## config.mk

```make
export PLATFORM = sky130hd
export DESIGN_NAME = dla_reset_sequencer
export DESIGN_NICKNAME = d
export VERILOG_FILES = /design/src/rtl/dla_reset_sequencer.sv
export SDC_FILE = /design/constraint.sdc
export NUM_CORES = 1
export LEC_CHECK = 0
export ABC_AREA = 1
export BUFFER_PORTS_ARGS = -buffer_cell sky130_fd_sc_hd__buf_4
export CORE_MARGIN = 3
export CORE_UTILIZATION = 50
export CTS_CLUSTER_DIAMETER = 100
export DETAILED_ROUTE_END_ITERATION = 16
export PLACE_DENSITY = 0.68
export SLEW_MARGIN = 15
export SYNTH_ARGS = -nofsm -noshare
export SYNTH_HDL_FRONTEND = slang
export SYNTH_SLANG_ARGS = --single-unit
```

## constraint.sdc

```tcl
create_clock -name clk -period 1.7 [get_ports clk]
set_clock_uncertainty 0.1 [all_clocks]
set_input_delay 0.51 -clock clk [delete_from_list [all_inputs] [get_ports clk]]
set_output_delay 0.51 -clock clk [all_outputs]
set_load 0.1 [all_outputs]
```

## src/rtl/dla_reset_sequencer.sv

```systemverilog
// Staged reset release sequencer: hold all stage resets, then release them one
// at a time, lowest stage first, with a software-triggered re-sequence path.
//
// Ports:
//   clk              - single clock, rising edge
//   i_async_resetn   - async-assert / sync-deassert active-low reset
//   i_sw_reset_req   - level request for a software reset sequence (RUN only)
//   o_sw_reset_ack   - one-cycle pulse when a software sequence completes
//   o_resetn         - per-stage active-low resets, thermometer from bit 0
//   o_all_released   - high when every o_resetn bit is high
module dla_reset_sequencer #(
  parameter int NUM_STAGES  = 3,
  parameter int HOLD_CYCLES = 16,
  parameter int STAGE_GAP   = 4
) (
  input  logic                  clk,
  input  logic                  i_async_resetn,
  input  logic                  i_sw_reset_req,
  output logic                  o_sw_reset_ack,
  output logic [NUM_STAGES-1:0] o_resetn,
  output logic                  o_all_released
);

  localparam int MAXC = (HOLD_CYCLES > STAGE_GAP) ? HOLD_CYCLES : STAGE_GAP;
  localparam int CW   = $clog2(MAXC + 1);
  localparam int IW   = (NUM_STAGES > 1) ? $clog2(NUM_STAGES) : 1;

  localparam logic [CW-1:0] HOLD_END = CW'(HOLD_CYCLES - 1);
  localparam logic [CW-1:0] GAP_END  = CW'(STAGE_GAP - 1);
  localparam logic [IW-1:0] LAST     = IW'(NUM_STAGES - 1);

  typedef enum logic [1:0] {
    HOLD    = 2'd0,
    RELEASE = 2'd1,
    RUN     = 2'd2
  } state_t;

  state_t          state, state_nx;
  logic [CW-1:0]   cnt, cnt_nx;
  logic [IW-1:0]   idx, idx_nx;
  logic            rel;
  logic            pend, pend_nx;
  logic [NUM_STAGES-1:0] rstn_nx;
  logic            all_nx;
  logic            ack_nx;

  // State, counter and registered outputs
  always_ff @(posedge clk or negedge i_async_resetn) begin
    if (!i_async_resetn) begin
      state          <= HOLD;
      cnt            <= '0;
      idx            <= '0;
      pend           <= 1'b0;
      o_resetn       <= '0;
      o_all_released <= 1'b0;
      o_sw_reset_ack <= 1'b0;
    end else begin
      state          <= state_nx;
      cnt            <= cnt_nx;
      idx            <= idx_nx;
      pend           <= pend_nx;
      o_resetn       <= rstn_nx;
      o_all_released <= all_nx;
      o_sw_reset_ack <= ack_nx;
    end
  end

  // Next-state: idx is the most recently released stage
  always_comb begin
    state_nx = state;
    cnt_nx   = cnt;
    idx_nx   = idx;
    rel      = 1'b0;
    unique case (state)
      HOLD: begin
        if (cnt == HOLD_END) begin
          cnt_nx   = '0;
          idx_nx   = '0;
          rel      = 1'b1;
          state_nx = (NUM_STAGES == 1) ? RUN : RELEASE;
        end else begin
          cnt_nx = cnt + 1'b1;
        end
      end
      RELEASE: begin
        if (cnt == GAP_END) begin
          cnt_nx = '0;
          idx_nx = idx + 1'b1;
          rel    = 1'b1;
          if (idx_nx == LAST) state_nx = RUN;
        end else begin
          cnt_nx = cnt + 1'b1;
        end
      end
      RUN: begin
        if (i_sw_reset_req) begin
          state_nx = HOLD;
          cnt_nx   = '0;
        end
      end
      default: begin
        state_nx = HOLD;
        cnt_nx   = '0;
        idx_nx   = '0;
      end
    endcase
  end

  // Output values loaded on the next edge
  always_comb begin
    rstn_nx = o_resetn;
    ack_nx  = 1'b0;
    pend_nx = pend;
    if (state == RUN && i_sw_reset_req) begin
      rstn_nx = '0;
      pend_nx = 1'b1;
    end else if (rel) begin
      for (int i = 0; i < NUM_STAGES; i++) begin
        if (IW'(i) == idx_nx) rstn_nx[i] = 1'b1;
      end
    end
    // Ack fires on the RUN entry edge only
    if (pend && state != RUN && state_nx == RUN) begin
      ack_nx  = 1'b1;
      pend_nx = 1'b0;
    end
    all_nx = &rstn_nx;
  end

endmodule

```

==> reports/metrics.csv, run 1 <==
metric,value,unit
register area share after synthesis,43.7,%
global route total overflow,0,
clk sinks,15,
top-area cell type share of the netlist area,43.7,%
synth warn,0,
initial antenna violation count,0,
Starting DRT DRC Count,17,
Layout area overhead,25.0,%
critical path launch point type,register,
dpl hpwl,1300,µm
most frequent cells in the layout,"inv_1 (20), nand2_1 (17), buf_4 (16), dfrtp_1 (15), nand3_1 (8)",
Leakage,0.535,nW
Synth Instances,102,
Routed Antenna Nets,0,
"Reg clk slew, reported paths",90,ps
mapped cell area,860,µm²
Rows,14,
WL final,1800,µm
via count,717,
IO Port Bufs,7,
Mean Syn Cell Area,8.43,µm²
cell depth of the worst flop-to-flop path,12,
DR WL/cell,12.9,µm
H-tree depth,1,
worst hold path depth,4,
Fmax,539,MHz
Final period util,109,%
RSZ-0062 raised after global routing,yes,
DR pass1 iterations,4,
first-pass GRT wire length,2680,µm
crit path kind,reg2reg,
Ant. Diodes,0,
global-route usage over all layers,16.7,%
setup violators final,4,
largest net degree at the start of global routing,16,
Starting Density,55.1,%
fin crit period,1860,ps
Final Core Density,68.9,%
Die Wd,47.5,µm
Unique masters post-synth,20,
Max-Cap Viols,0,
crit path max-delay cell type,dfrtp_1,
syn nets,109,
Core Area,1560,µm²
Seq cells post-synth,15,
Layout fillers,120,
drt drc,0,
Worst Hold Class,in2reg,
CP arrival,1960,ps
die height,47.5,µm
nets@finish,131,
IO Pins,8,
die area,2250,µm²
"most common cell after layout, fill and taps aside",inv_1,
largest cells by area after synthesis,"dfrtp_1 (44%), inv_1 (9.2%), nand2_1 (7.9%)",
RePlAce Congestion,0.829,
pins over their slew limit,0,
DR vias/cell,5.16,
"Cell Area, Placed",973,µm²
Worst path max stage delay,370,ps
"CP delay by family, top",simple AND/OR/NAND/NOR gates,
layout cell share with drive strength beyond 1,34.1,%
failing checks,negative setup slack,
Worst setup EP type,register,
"Hold Vio Cnt, Final",0,
Rel. slew slack,79.5,%
CTS buffer count,3,
Required @ worst endpoint,1800,ps
CTS tree,built,
crit path cell chain,"ha_2, nand2_2, nor2_4, ha_4, inv_2, o21ai_2, nand2_2, a21oi_2, nand3_1, nand2_1, nand2_1, nor2_1",
cell depth of the worst setup path,12,
CP max FO,2,
Worst-Margin Slew,306,ps
worst-skew pair later-pin latency,270,ps
setup ws final,-156,ps
power per cell area,2010,nW/µm²
CP Buf/Inv Count,1,
Synth area leader,dfrtp_1,
area occupied by registers,375,µm²
Max clock buf depth,2,
number of global-route vias before repair,633,
design area,1070,µm²
Max VDD drop,0.00124,V
area occupied by multi-input gates,437,µm²
status,"complete, but fails checks",
clk root buf,clkbuf_4,
[cell type report]
cell class	instances	share of cell area, %
Multi-Input combinational cell	64	40.6
Sequential cell	15	34.9
Timing Repair Buffer	17	12.1
Inverter	23	8.03
Clock buffer	4	2.44
Tap cell	16	1.86
[stage by stage]
stage                     total power, mW  hold WS [ps]  TNS (ps)  cells  worst slack (ps)
after floorplan                      1.55           114         0    102              8.74
after global placement               1.83           272      -209    130              -110
after detailed placement             1.86           275      -222    130              -116
after CTS                            2.10           434      -174    136             -96.6
after global routing                 2.32           421     -1040    139              -265
final                                2.16           420      -358    139              -156
[sequential cells by signal, indices dropped and copies added, names as in the netlist]
signal and flops:
cnt 5, idx 2, o_all_released 1, o_resetn 3, o_sw_reset_ack 1, pend 1, state 2
[repair_timing]
item	4_1_cts	5_1_grt
hold endpoints to repair	15	0
pin swaps	1	7
resized for setup	7	4
setup buffers	1	3
hold buffers	1	0
setup endpoints to repair	4	8
[final timing paths]
check	startpoint	end	slack (ps)
max	cnt[1]	o_all_released	-160
min	i_sw_reset_req	cnt[1]	420
max reg2reg	cnt[1]	o_all_released	-160
min reg2reg	pend	o_sw_reset_ack	430
max in group asynchronous	i_async_resetn	idx[0]	810
min in group asynchronous	i_async_resetn	cnt[3]	510
[synthesized netlist by cell type, drive strengths merged]
library cell and number:
nor3 1, dfrtp 15, a22oi 2, o22ai 2, inv 23, ha 4, o211ai 1, nor2 10
nand2 22, a21oi 4, o21ai 5, xor2 1, nor4 1, nand3 11
[where the power goes]
part | switching (mW) | internal, mW | total, mW
clock network | 0.102 | 0.0907 | 0.193
logic | 0.899 | 0.444 | 1.34
registers | 0.115 | 0.507 | 0.622
[worst reg2reg max path, delay by kind of cell (launching register included)]
kind / cells / cell delay, ps
compound gates: 2 / 320
buf+inv: 1 / 40
flops: 1 / 370
simple gates: 7 / 620
fa+ha+maj: 2 / 350
[layer usage]
layer	GRT usage (%)	vias up	share of wire, %
li1	-	363	-
met1	25.1	337	48
met2	26.5	12	48
met3	2.26	5	2.1
met4	1.66	0	2.2
met5	0	-	0
[logic make-up after synthesis]
group	count (synthesis)	synth area share, %
AND/OR/NAND/NOR	45	29.3
buffers and inverters	23	10.0
flip-flops	15	43.7
AO/OA/AOI/OAI	14	10.2
adder cells (fa/ha/maj)	4	5.82
XOR/XNOR	1	1.02
No activity file was read; power rests on OpenSTA's default activity.
==> inputs of run 2 (changes only) <==
==> constraint.sdc (replaced) <==
create_clock -name clk -period 1.69 [get_ports clk]
set_clock_uncertainty 0.1 [all_clocks]
set_input_delay 0.507 -clock clk [delete_from_list [all_inputs] [get_ports clk]]
set_output_delay 0.507 -clock clk [all_outputs]
set_load 0.1 [all_outputs]
==> reports/metrics.csv, run 2 (synthesized netlist as in run 1, its figures left out) <==
metric,value,unit
largest registers,"cnt (5), o_resetn (3)",
crit path kind,reg2reg,
failing checks,negative setup slack,
Max-Cap Viols,0,
most frequent cells in the layout,"buf_4 (21), inv_1 (19), nand2_1 (15), dfrtp_1 (15), nand3_1 (8)",
Worst Hold Class,reg2reg,
largest net degree at the start of global routing,16,
critical path launch point type,register,
via count,734,
FF-to-FF End,cnt[4],
setup ws final,-124,ps
Layout fillers,115,
status,"complete, but fails checks",
Critical Path Source,cnt[0],
DR pass1 iterations,4,
clk sinks,15,
layout cell share with drive strength beyond 1,40.6,%
worst hold path depth,2,
dpl hpwl,1290,µm
Ant. Diodes,0,
Leakage,0.563,nW
drt drc,0,
Required @ worst endpoint,1760,ps
Final period util,107,%
Max clock buf depth,2,
Crit path top cell by count,buf_4,
die area,2250,µm²
pins over their slew limit,0,
Largest Register,cnt,
nets@finish,136,
CP Buf/Inv Count,5,
H-tree depth,1,
DR WL/cell,13.6,µm
Max VDD drop,0.00156,V
CTS tree,built,
Worst setup EP type,register,
Die Wd,47.5,µm
first-pass GRT wire length,2930,µm
clk root buf,clkbuf_4,
"Reg clk slew, reported paths",90,ps
cell depth of the worst flop-to-flop path,11,
worst-skew pair later-pin latency,280,ps
IO Pins,8,
fin crit period,1810,ps
crit path max-delay cell type,dfrtp_1,
"Hold Vio Cnt, Final",0,
"CP delay by family, top",buffers and inverters,
power per cell area,2020,nW/µm²
global-route usage over all layers,18.6,%
Worst-Margin Slew,381,ps
CP arrival,1880,ps
number of flip-flops in the largest register,5,
Critical path destination,cnt[4],
DR vias/cell,5.10,
Worst path max stage delay,370,ps
"most common cell after layout, fill and taps aside",buf_4,
initial antenna violation count,0,
R2R Path Start,cnt[0],
crit path cell chain,"ha_2, nand2_2, nor2_4, buf_4, buf_4, buf_4, buf_4, inv_1, ha_2, a22oi_2, o21ai_1",
design area,1140,µm²
overall power,2.30,mW
Layout area overhead,32.6,%
WHS,439,ps
CTS buffer count,3,
Rel. slew slack,74.5,%
number of global-route vias before repair,705,
RePlAce Congestion,0.846,
cell depth of the worst setup path,11,
Rows,14,
Starting DRT DRC Count,26,
Starting Density,55.1,%
Fmax,551,MHz
CP max FO,2,
Routed Antenna Nets,0,
IO Port Bufs,7,
die height,47.5,µm
WL final,1960,µm
Core Area,1560,µm²
setup violators final,4,
"Cell Area, Placed",973,µm²
RSZ-0062 raised after global routing,yes,
R2R setup slack,-120,ps
global route total overflow,0,
-- run 2: cell type report --
cell class	instances	area, µm²	share of cell area [%]
timing repair buffer	22	168	14.7
multi-input combinational	64	462	40.5
inverter	23	88.8	7.79
clock buffer	4	26.3	2.31
tap	16	20.0	1.76
sequential	15	375	32.9
-- run 2: how the worst min path moves through the flow --
stage / start / endpoint
2_1_floorplan: i_async_resetn / cnt[0]
6_report: pend / o_sw_reset_ack
5_1_grt: i_sw_reset_req / cnt[0]
4_1_cts: i_sw_reset_req / cnt[0]
3_3_place_gp: i_async_resetn / o_resetn[2]
3_5_place_dp: i_async_resetn / o_resetn[2]
-- run 2: repair_timing --
item,4_1_cts,5_1_grt
setup buffers,6,3
endpoints found under the hold margin,15,0
pin swaps,1,6
hold buffers,1,0
endpoints found under the setup margin,8,10
resized for setup,7,11
-- run 2: through the flow --
step / instances / setup WS [ps] / setup TNS [ps] / utilization (%)
after floorplan: 102 / -1.26 / -1.26 / -
after global placement: 130 / -53.1 / -94.4 / 62.4
after detailed placement: 130 / -146 / -398 / 62.4
after CTS: 141 / -110 / -295 / 68.6
after global routing: 144 / -238 / -987 / 73.1
final: 144 / -124 / -343 / 73.1
-- run 2: worst min-delay path, delay by kind of cell, from the launching register on --
family        cells  cell delay (ps)
buf+inv           1               80
flops             1              370
simple gates      1               60
-- run 2: power breakdown --
| group | internal (mW) | total (mW) | switching, mW | leakage, nW |
|---|---|---|---|---|
| registers | 0.510 | 0.630 | 0.120 | 0.182 |
| logic | 0.505 | 1.46 | 0.953 | 0.365 |
| clock network | 0.0918 | 0.212 | 0.120 | 0.0150 |
| total | 1.11 | 2.30 | 1.19 | 0.563 |
-- run 2: metal layers --
layer	track usage, %	wire length [µm]	vias to the layer above	share of wire [%]
li1	-	-	378	-
met1	27.1	976	338	50
met2	27.5	899	13	46
met3	3.01	54	5	2.8
met4	7.18	28	0	1.4
met5	0	0	-	0
==> inputs of run 3 (changes only) <==
--- a/config.mk
+++ b/config.mk
@@ -11,7 +11,7 @@
 export CORE_UTILIZATION = 50
 export CTS_CLUSTER_DIAMETER = 100
 export DETAILED_ROUTE_END_ITERATION = 16
-export PLACE_DENSITY = 0.68
+export PLACE_DENSITY = 0.69
 export SLEW_MARGIN = 15
 export SYNTH_ARGS = -nofsm -noshare
 export SYNTH_HDL_FRONTEND = slang
==> reports/metrics.csv, run 3 (synthesized netlist as in run 1, its figures left out) <==
metric,value,unit
initial antenna violation count,0,
R2R setup slack,-100,ps
Worst Hold Class,reg2reg,
failing checks,negative setup slack,
Largest Register,cnt,
"CP delay by family, top",simple AND/OR/NAND/NOR gates,
Starting DRT DRC Count,16,
Routed Antenna Nets,0,
global-route usage over all layers,18.3,%
WL final,1850,µm
dpl hpwl,1260,µm
Setup TNS,-231,ps
Die Wd,47.5,µm
fin crit period,1790,ps
number of global-route vias before repair,666,
Ant. Diodes,0,
DR vias/cell,5.13,
largest net degree at the start of global routing,16,
clk sinks,15,
Starting Density,55.1,%
H-tree depth,1,
DR pass1 iterations,4,
layout cell share with drive strength beyond 1,35.4,%
Worst-Margin Slew,389,ps
worst-skew pair later-pin latency,280,ps
setup violators final,5,
Leakage,0.556,nW
Rel. slew slack,74.1,%
IO Pins,8,
crit path max-delay cell type,dfrtp_1,
Max clock buf depth,2,
most frequent cells in the layout,"inv_1 (20), buf_4 (20), nand2_1 (17), dfrtp_1 (15), nand3_1 (9)",
CP arrival,1910,ps
number of flip-flops in the largest register,5,
overall power,2.22,mW
crit path cell chain,"ha_2, nand2_2, nor2_4, ha_4, inv_4, o21ai_4, nand2_2, a21oi_2, nand3_1, nand2_1, nand2_1, nor2_1",
first-pass GRT wire length,2790,µm
CTS tree,built,
RePlAce Congestion,0.807,
post-placement setup slack,-151,ps
die area,2250,µm²
nets@finish,135,
drt drc,0,
largest registers,"cnt (5), o_resetn (3)",
RSZ-0062 raised after global routing,yes,
via count,733,
Rows,14,
DR WL/cell,13.0,µm
Core Area,1560,µm²
critical path launch point type,register,
status,"complete, but fails checks",
Worst path max stage delay,360,ps
Fmax,559,MHz
power per cell area,2000,nW/µm²
IO Port Bufs,7,
"Hold Vio Cnt, Final",0,
global route total overflow,0,
Max VDD drop,0.00136,V
Required @ worst endpoint,1810,ps
Max-Cap Viols,0,
CTS buffer count,3,
CP Buf/Inv Count,1,
pins over their slew limit,0,
Final period util,106,%
"Reg clk slew, reported paths",90,ps
CP max FO,3,
die height,47.5,µm
dpl cells,130,
Layout area overhead,29.1,%
non-filler instance count after layout,143,
clk root buf,clkbuf_4,
crit path kind,reg2reg,
setup ws final,-98.6,ps
Worst setup EP type,register,
## run 3: cell type report
cell class	count	area, µm²
clock buffer	4	26.3
fill	111	449
sequential	15	375
timing repair buffer	21	160
multi-input combinational	64	439
inverter	23	88.8
tap	16	20.0
## run 3: what timing repair did
action                                  in CTS  in global routing
endpoints found under the setup margin       8                 10
hold buffers                                 1                  0
endpoints found under the hold margin       15                  0
pin swaps                                    1                  3
buffers inserted                             6                  2
gates resized for setup                      6                  5
## run 3: layer usage
metal	GRT usage, %	up-vias	part of all wire (%)
li1	-	376	-
met1	24.0	342	45
met2	28.6	13	52
met3	3.01	2	2.7
met4	9.94	0	0.86
met5	0	-	0
## run 3: power by group
group | internal (mW) | switching [mW]
Clock | 0.0916 | 0.113
Sequential | 0.510 | 0.119
Combinational | 0.474 | 0.909
Total | 1.08 | 1.14
## run 3: worst paths after layout
path	to	from	cells past startpoint
max	o_all_released	cnt[1]	12
min	o_sw_reset_ack	pend	2
max reg2reg	o_all_released	cnt[1]	12
min reg2reg	o_sw_reset_ack	pend	2
max in group asynchronous	cnt[2]	i_async_resetn	2
min in group asynchronous	idx[0]	i_async_resetn	2
## run 3: tightest hold or removal path: cells and delay by family (launching register included)
| family | cells | cell delay, ps |
|---|---|---|
| DFF | 1 | 370 |
| and+or+nand+nor | 1 | 60 |
| buffers and inverters | 1 | 80 |
## run 3: per-stage QoR
step / util, % / hold slack (ps) / instance area (µm²)
floorplan: - / 111 / 863
global placement: 62.4 / 270 / 973
detailed placement: 62.4 / 273 / 973
CTS: 68.3 / 435 / 1060
global route: 71.2 / 460 / 1110
finish: 71.2 / 438 / 1110
